**config.mk**
```make
export PLATFORM = sky130hd
export DESIGN_NAME = dvp_cam_source
export DESIGN_NICKNAME = d
export VERILOG_FILES = /design/src/rtl/dvp_cam_source.sv
export SDC_FILE = /design/constraint.sdc
export NUM_CORES = 1
export LEC_CHECK = 0
export ABC_AREA = 1
export CORE_ASPECT_RATIO = 0.5
export CORE_UTILIZATION = 55
export DETAILED_ROUTE_END_ITERATION = 10
export PLACE_DENSITY = 0.77
export SYNTH_ARGS = -nofsm -noshare
export SYNTH_HDL_FRONTEND = slang
export SYNTH_SLANG_ARGS = --single-unit
export TNS_END_PERCENT = 1
```
**constraint.sdc**
```tcl
create_clock -name clk -period 5.6 [get_ports clk]
set_input_delay 1.68 -clock clk [delete_from_list [all_inputs] [get_ports clk]]
set_output_delay 1.68 -clock clk [all_outputs]
set_load 0.03 [all_outputs]
```
**src/rtl/dvp_cam_source.sv**
```systemverilog
// dvp_cam_source
//   OV5640-style DVP transmitter producing RGB565 (high byte first), one byte
//   per clk. Stands in for a physical sensor when bringing up the capture path.
//
// Ports
//   clk        byte clock (forwarded as pixel clock by the instantiating level)
//   rst        synchronous reset, active-high
//   enable     level; starts streaming, deassertion stops at the frame end
//   pattern    0 colour bars, 1 x+y ramp, 2 solid, 3 frame-tagged
//   solid_rgb  RGB565 value for pattern 2
//   cam_vsync  frame sync, active-high, for the first VSYNC_LINES lines
//   cam_href   high during active bytes
//   cam_data   pixel byte, 0 outside href
//   busy       high while a frame is in progress
//   frame_done one-clk pulse on the last clk of each frame
//   frame_cnt  frames completed since reset (wraps)
//
// All outputs are registered from the h/v counters, so they lag the counters
// by one clk.
module dvp_cam_source #(
  parameter int H_ACTIVE    = 512,
  parameter int V_ACTIVE    = 768,
  parameter int H_TOTAL     = 2240,
  parameter int H_START     = 16,
  parameter int V_TOTAL     = 1272,
  parameter int VSYNC_LINES = 4,
  parameter int V_BACK      = 16
) (
  input  logic        clk,
  input  logic        rst,
  input  logic        enable,
  input  logic [1:0]  pattern,
  input  logic [15:0] solid_rgb,
  output logic        cam_vsync,
  output logic        cam_href,
  output logic [7:0]  cam_data,
  output logic        busy,
  output logic        frame_done,
  output logic [15:0] frame_cnt
);

  localparam int HW     = $clog2(H_TOTAL);
  localparam int VW     = $clog2(V_TOTAL);
  localparam int BAR_PX = H_ACTIVE / 8;
  localparam int BW     = (BAR_PX > 1) ? $clog2(BAR_PX) : 1;

  localparam logic [HW-1:0] H_LAST      = HW'(H_TOTAL - 1);
  localparam logic [HW-1:0] H_FIRST_ACT = HW'(H_START);
  localparam logic [HW-1:0] H_LAST_ACT  = HW'(H_START + 2 * H_ACTIVE - 1);
  localparam logic [VW-1:0] V_LAST      = VW'(V_TOTAL - 1);
  localparam logic [VW-1:0] V_SYNC_END  = VW'(VSYNC_LINES);
  localparam logic [VW-1:0] V_FIRST_ACT = VW'(VSYNC_LINES + V_BACK);
  localparam logic [VW-1:0] V_LAST_ACT  = VW'(VSYNC_LINES + V_BACK + V_ACTIVE - 1);
  localparam logic [BW-1:0] BAR_LAST    = BW'(BAR_PX - 1);

  typedef enum logic {IDLE, RUN} state_t;
  state_t state, state_nxt;

  logic [HW-1:0] h_cnt;
  logic [VW-1:0] v_cnt;

  // Per-frame snapshot of the control inputs
  logic [1:0]  pat_q;
  logic [15:0] solid_q;
  logic [15:0] tag_q;

  // Colour-bar reload counter: pixels left in the current bar and bar index
  logic [BW-1:0] bar_px;
  logic [2:0]    bar_idx;

  logic          run, start, line_end, frame_end, relatch;
  logic          act_line, act_byte, odd_byte;
  logic [HW-1:0] h_off;
  logic [15:0]   x, y, bar_rgb, pixel;

  // ---------------------------------------------------------------- FSM
  always_ff @(posedge clk) begin
    if (rst) state <= IDLE;
    else     state <= state_nxt;
  end

  always_comb begin
    state_nxt = state;
    run       = (state == RUN);
    start     = 1'b0;
    line_end  = run && (h_cnt == H_LAST);
    frame_end = line_end && (v_cnt == V_LAST);
    case (state)
      IDLE: if (enable) begin
        state_nxt = RUN;
        start     = 1'b1;
      end
      RUN: if (frame_end && !enable) state_nxt = IDLE;
      default: state_nxt = IDLE;
    endcase
    // A new frame begins either from idle or back-to-back after the last one
    relatch = start || (frame_end && enable);
  end

  // ------------------------------------------------------ pixel position
  always_comb begin
    act_line = (v_cnt >= V_FIRST_ACT) && (v_cnt <= V_LAST_ACT);
    act_byte = run && act_line && (h_cnt >= H_FIRST_ACT) && (h_cnt <= H_LAST_ACT);
    h_off    = h_cnt - H_FIRST_ACT;
    odd_byte = h_off[0];
    x        = 16'(h_off[HW-1:1]);
    y        = 16'(v_cnt - V_FIRST_ACT);
  end

  always_comb begin
    case (bar_idx)
      3'd0:    bar_rgb = 16'hFFFF;
      3'd1:    bar_rgb = 16'hFFE0;
      3'd2:    bar_rgb = 16'h07FF;
      3'd3:    bar_rgb = 16'h07E0;
      3'd4:    bar_rgb = 16'hF81F;
      3'd5:    bar_rgb = 16'hF800;
      3'd6:    bar_rgb = 16'h001F;
      default: bar_rgb = 16'h0000;
    endcase
  end

  always_comb begin
    case (pat_q)
      2'd0:    pixel = bar_rgb;
      2'd1:    pixel = x + y;
      2'd2:    pixel = solid_q;
      default: pixel = {tag_q[7:0], x[7:0]};
    endcase
  end

  // ------------------------------------------------------------ counters
  always_ff @(posedge clk) begin
    if (rst) begin
      h_cnt   <= '0;
      v_cnt   <= '0;
      pat_q   <= '0;
      solid_q <= '0;
      tag_q   <= '0;
      bar_px  <= '0;
      bar_idx <= '0;
    end else if (relatch) begin
      h_cnt   <= '0;
      v_cnt   <= '0;
      pat_q   <= pattern;
      solid_q <= solid_rgb;
      // frame_cnt is bumped on this same edge when chaining frames
      tag_q   <= start ? frame_cnt : frame_cnt + 16'd1;
      bar_px  <= '0;
      bar_idx <= '0;
    end else if (run) begin
      if (line_end) begin
        h_cnt   <= '0;
        v_cnt   <= (v_cnt == V_LAST) ? '0 : v_cnt + VW'(1);
        bar_px  <= '0;
        bar_idx <= '0;
      end else begin
        h_cnt <= h_cnt + HW'(1);
        // Advance after the low byte of each pixel
        if (act_byte && odd_byte) begin
          if (bar_px == BAR_LAST) begin
            bar_px  <= '0;
            bar_idx <= bar_idx + 3'd1;
          end else begin
            bar_px <= bar_px + BW'(1);
          end
        end
      end
    end
  end

  // ------------------------------------------------------------- outputs
  always_ff @(posedge clk) begin
    if (rst) begin
      cam_vsync  <= 1'b0;
      cam_href   <= 1'b0;
      cam_data   <= 8'h00;
      busy       <= 1'b0;
      frame_done <= 1'b0;
      frame_cnt  <= 16'h0000;
    end else begin
      cam_vsync  <= run && (v_cnt < V_SYNC_END);
      cam_href   <= act_byte;
      cam_data   <= act_byte ? (odd_byte ? pixel[7:0] : pixel[15:8]) : 8'h00;
      busy       <= run;
      frame_done <= frame_end;
      if (frame_end) frame_cnt <= frame_cnt + 16'd1;
    end
  end

endmodule
```
==> results.cfg <==
[timing]
setup_tns_ps = 0
period_needed_ps = 3250
skew_ps = 10.06
worst_pin_slew_ps = 745.3
max_freq_ghz = 0.3077
fin_crit_sh_pct = 58.03
maxSlewViolCount = 0
rsz0062_at_grt = no
relSlewSlack_pct = 50.13
hold_viol_final = 0
setup_viol = 0

[routing]
drtAntennaViolNets = 0
wirelength_um = 13700
drtIter0Drc = 402
vias = 5326
drc_errors = 0
wire_per_inst_um = 14.31
vias_per_cell = 5.565
first_pass_iters = 5

[layout]
stdcell_area_sq_mm = 0.006148
drive_gt1_share_pct = 4.958
multi_input_area_sq_mm = 0.003120
fill_cells = 793
ff_latch_area_sq_mm = 0.001742
area_growth_pct = 15.57
nets = 873
diodes = 0

[place]
dpl_cell_area_sq_mm = 0.005853
place_congestion = 0.9780
port_buffers = 48
hpwl_um = 10310

[clocking]
cts_buffers = 9
cts_root_buf = clkbuf_16
ctsResizeCount = 0
numClockSinks = 87
h-tree-depth = 3
clk_path_buf_depth = 2
clock_latency_ps = 350
path_clk_slew_ps = 70
cts_hold_buffers = 0
post-cts-setup-buffer-count = 0
cts_tree = built

[outcome]
run_status = completed

[power]
ir_drop_mv = 0.2087
leakagePower_uw = 0.002473
power_density_mw_per_mm2 = 220.8

[synth]
synth_top_family_by_area = simple AND/OR/NAND/NOR gates
synth_compound_area_share_pct = 15.05
ys.flop_type = dfxtp_1
synth_edf_count = 0
muxShareOfSynthArea_pct = 0
synthAdderAreaFrac_pct = 7.197
synthCells = 782
async_reset_ff_share_pct = 0
syn_nets = 833
synth_area_sq_mm = 0.005320
synth_seq_cells = 87
ys_warn_count = 0
seq_area_frac_synth_pct = 32.74
synth_area_per_cell_sq_um = 6.803
yosys.area_share.simple_pct = 31.63
synthXorXnorAreaFrac_pct = 4.774
ys_types = 44

[floorplanning]
start_util_pct = 58.86
io_pins = 49
dieArea_sq_mm = 0.01009
die_y_um = 71.55
die_w_um = 141.1
rows = 24
core-area_sq_mm = 0.009039

[setup_path]
end_kind = output pin
path_cells = clkdlybuf4s50_1
worst_ep_arrival_time_ps = 1570
cp_slowest_stage_delay_ps = 730
worst_ep_required_time_ps = 3920
worstPathMaxFanout = 7
crit_type = reg -> out
crit_family = buffers and inverters
worstSetupStartpointType = register
crit_slowest_cell = clkdlybuf4s50_1
cp_num_buf_inv = 1

[global_route]
track_usage_pct = 29.02
grt_pass1_vias = 4757
antenna_found_initial = 0
overflow = 0
grt_max_degree = 38
grt_pass1_wl_um = 22940

[hold_path]
hp-class = reg -> reg

[flow_run]
drv_cap = 0
[cells in the final DEF, fill, tap and decap left out, drive strengths merged, types with 4 or more instances in the layout]
cell type / count
a21oi: 71
a31oi: 5
clkbuf: 9
clkdlybuf4s50: 48
clkinv: 4
dfxtp: 87
ha: 29
inv: 92
nand2: 159
nand3: 46
nand4: 14
nor2: 121
nor3: 23
o2111ai: 5
o21ai: 61
xor2: 27
[registers in the layout, indices dropped and copies added (netlist names), 2 cells and up]
signal	count
frame_cnt	16
solid_q	16
cam_data	8
bar_idx	3
bar_px	6
pat_q	2
h_cnt	12
v_cnt	11
tag_q	8
[cell usage after synthesis, types with 13 or more instances]
| library cell | n | area [sq um] |
|---|---|---|
| nor3_1 | 20 | 100.1 |
| nor2_1 | 116 | 435.4 |
| xor2_1 | 27 | 236.5 |
| nand2_1 | 151 | 566.8 |
| nand4_1 | 13 | 81.33 |
| o21ai_0 | 44 | 220.2 |
| ha_1 | 29 | 362.9 |
| o21ai_1 | 17 | 85.08 |
| dfxtp_1 | 87 | 1742 |
| a21oi_1 | 70 | 350.3 |
| inv_1 | 85 | 319.1 |
| nand3_1 | 45 | 225.2 |
[metrics by stage]
| stage | power [uW] | setup WS [ps] | hold WS, ps | util [%] | std cells |
|---|---|---|---|---|---|
| CTS | 1362 | 2361 | 464.1 | 68.02 | 957 |
| floorplan | 736.1 | 2955 | 429.7 | - | 782 |
| detailed placement | 772.1 | 2087 | 453.2 | 64.76 | 941 |
| global placement | 769.9 | 2140 | 444.7 | 64.76 | 941 |
| global route | 1405 | 2234 | 496.5 | 68.02 | 957 |
| finish | 1357 | 2350 | 460.9 | 68.02 | 957 |
[final timing paths]
kind | cells past startpoint | to | start | slack [ps]
setup / recovery | 1 | frame_cnt[6] | frame_cnt[6] | 2350
hold / removal | 2 | bar_px[5] | bar_px[5] | 460
setup reg to reg | 10 | v_cnt[7] | h_cnt[0] | 2590
hold reg to reg | 2 | bar_px[5] | bar_px[5] | 460
[worst register-to-register path, delay by kind of cell, from the launching register on]
family                   cells  cell delay (ps)
AND/OR/NAND/NOR              8             1720
flip-flops                   1              740
adder cells (fa/ha/maj)      1              320
buffers and inverters        1              110
[metal layers]
metal	vias to the layer above	global-route usage, %	routed length (um)	part of all wire, %
li1	2657	-	-	-
met1	2449	41.26	6459	47
met2	204	45.54	5856	43
met3	16	5.013	1197	8.7
met4	0	8.092	184	1.3
met5	-	0	0	0
[area by class of cell]
cell class	count	area share, %
multi-input combinational	585	50.75
sequential	87	28.33
timing repair buffer	49	7.937
inverter	90	5.535
clock buffer	9	3.663
tap	130	2.646
clock inverter	7	1.140
[report_power, final]
group	switching, uW	internal [uW]	total (uW)
registers	14.8	634	649
logic	69.4	42.7	112
clock network	283	314	597
[cells by family after synthesis]
family | Yosys count
AND/OR/NAND/NOR | 377
AO/OA/AOI/OAI | 149
buffers and inverters | 110
flip-flops | 87
adder cells (fa/ha/maj) | 30
XOR/XNOR | 29
Note: power is estimated with default switching activity, not from simulation.
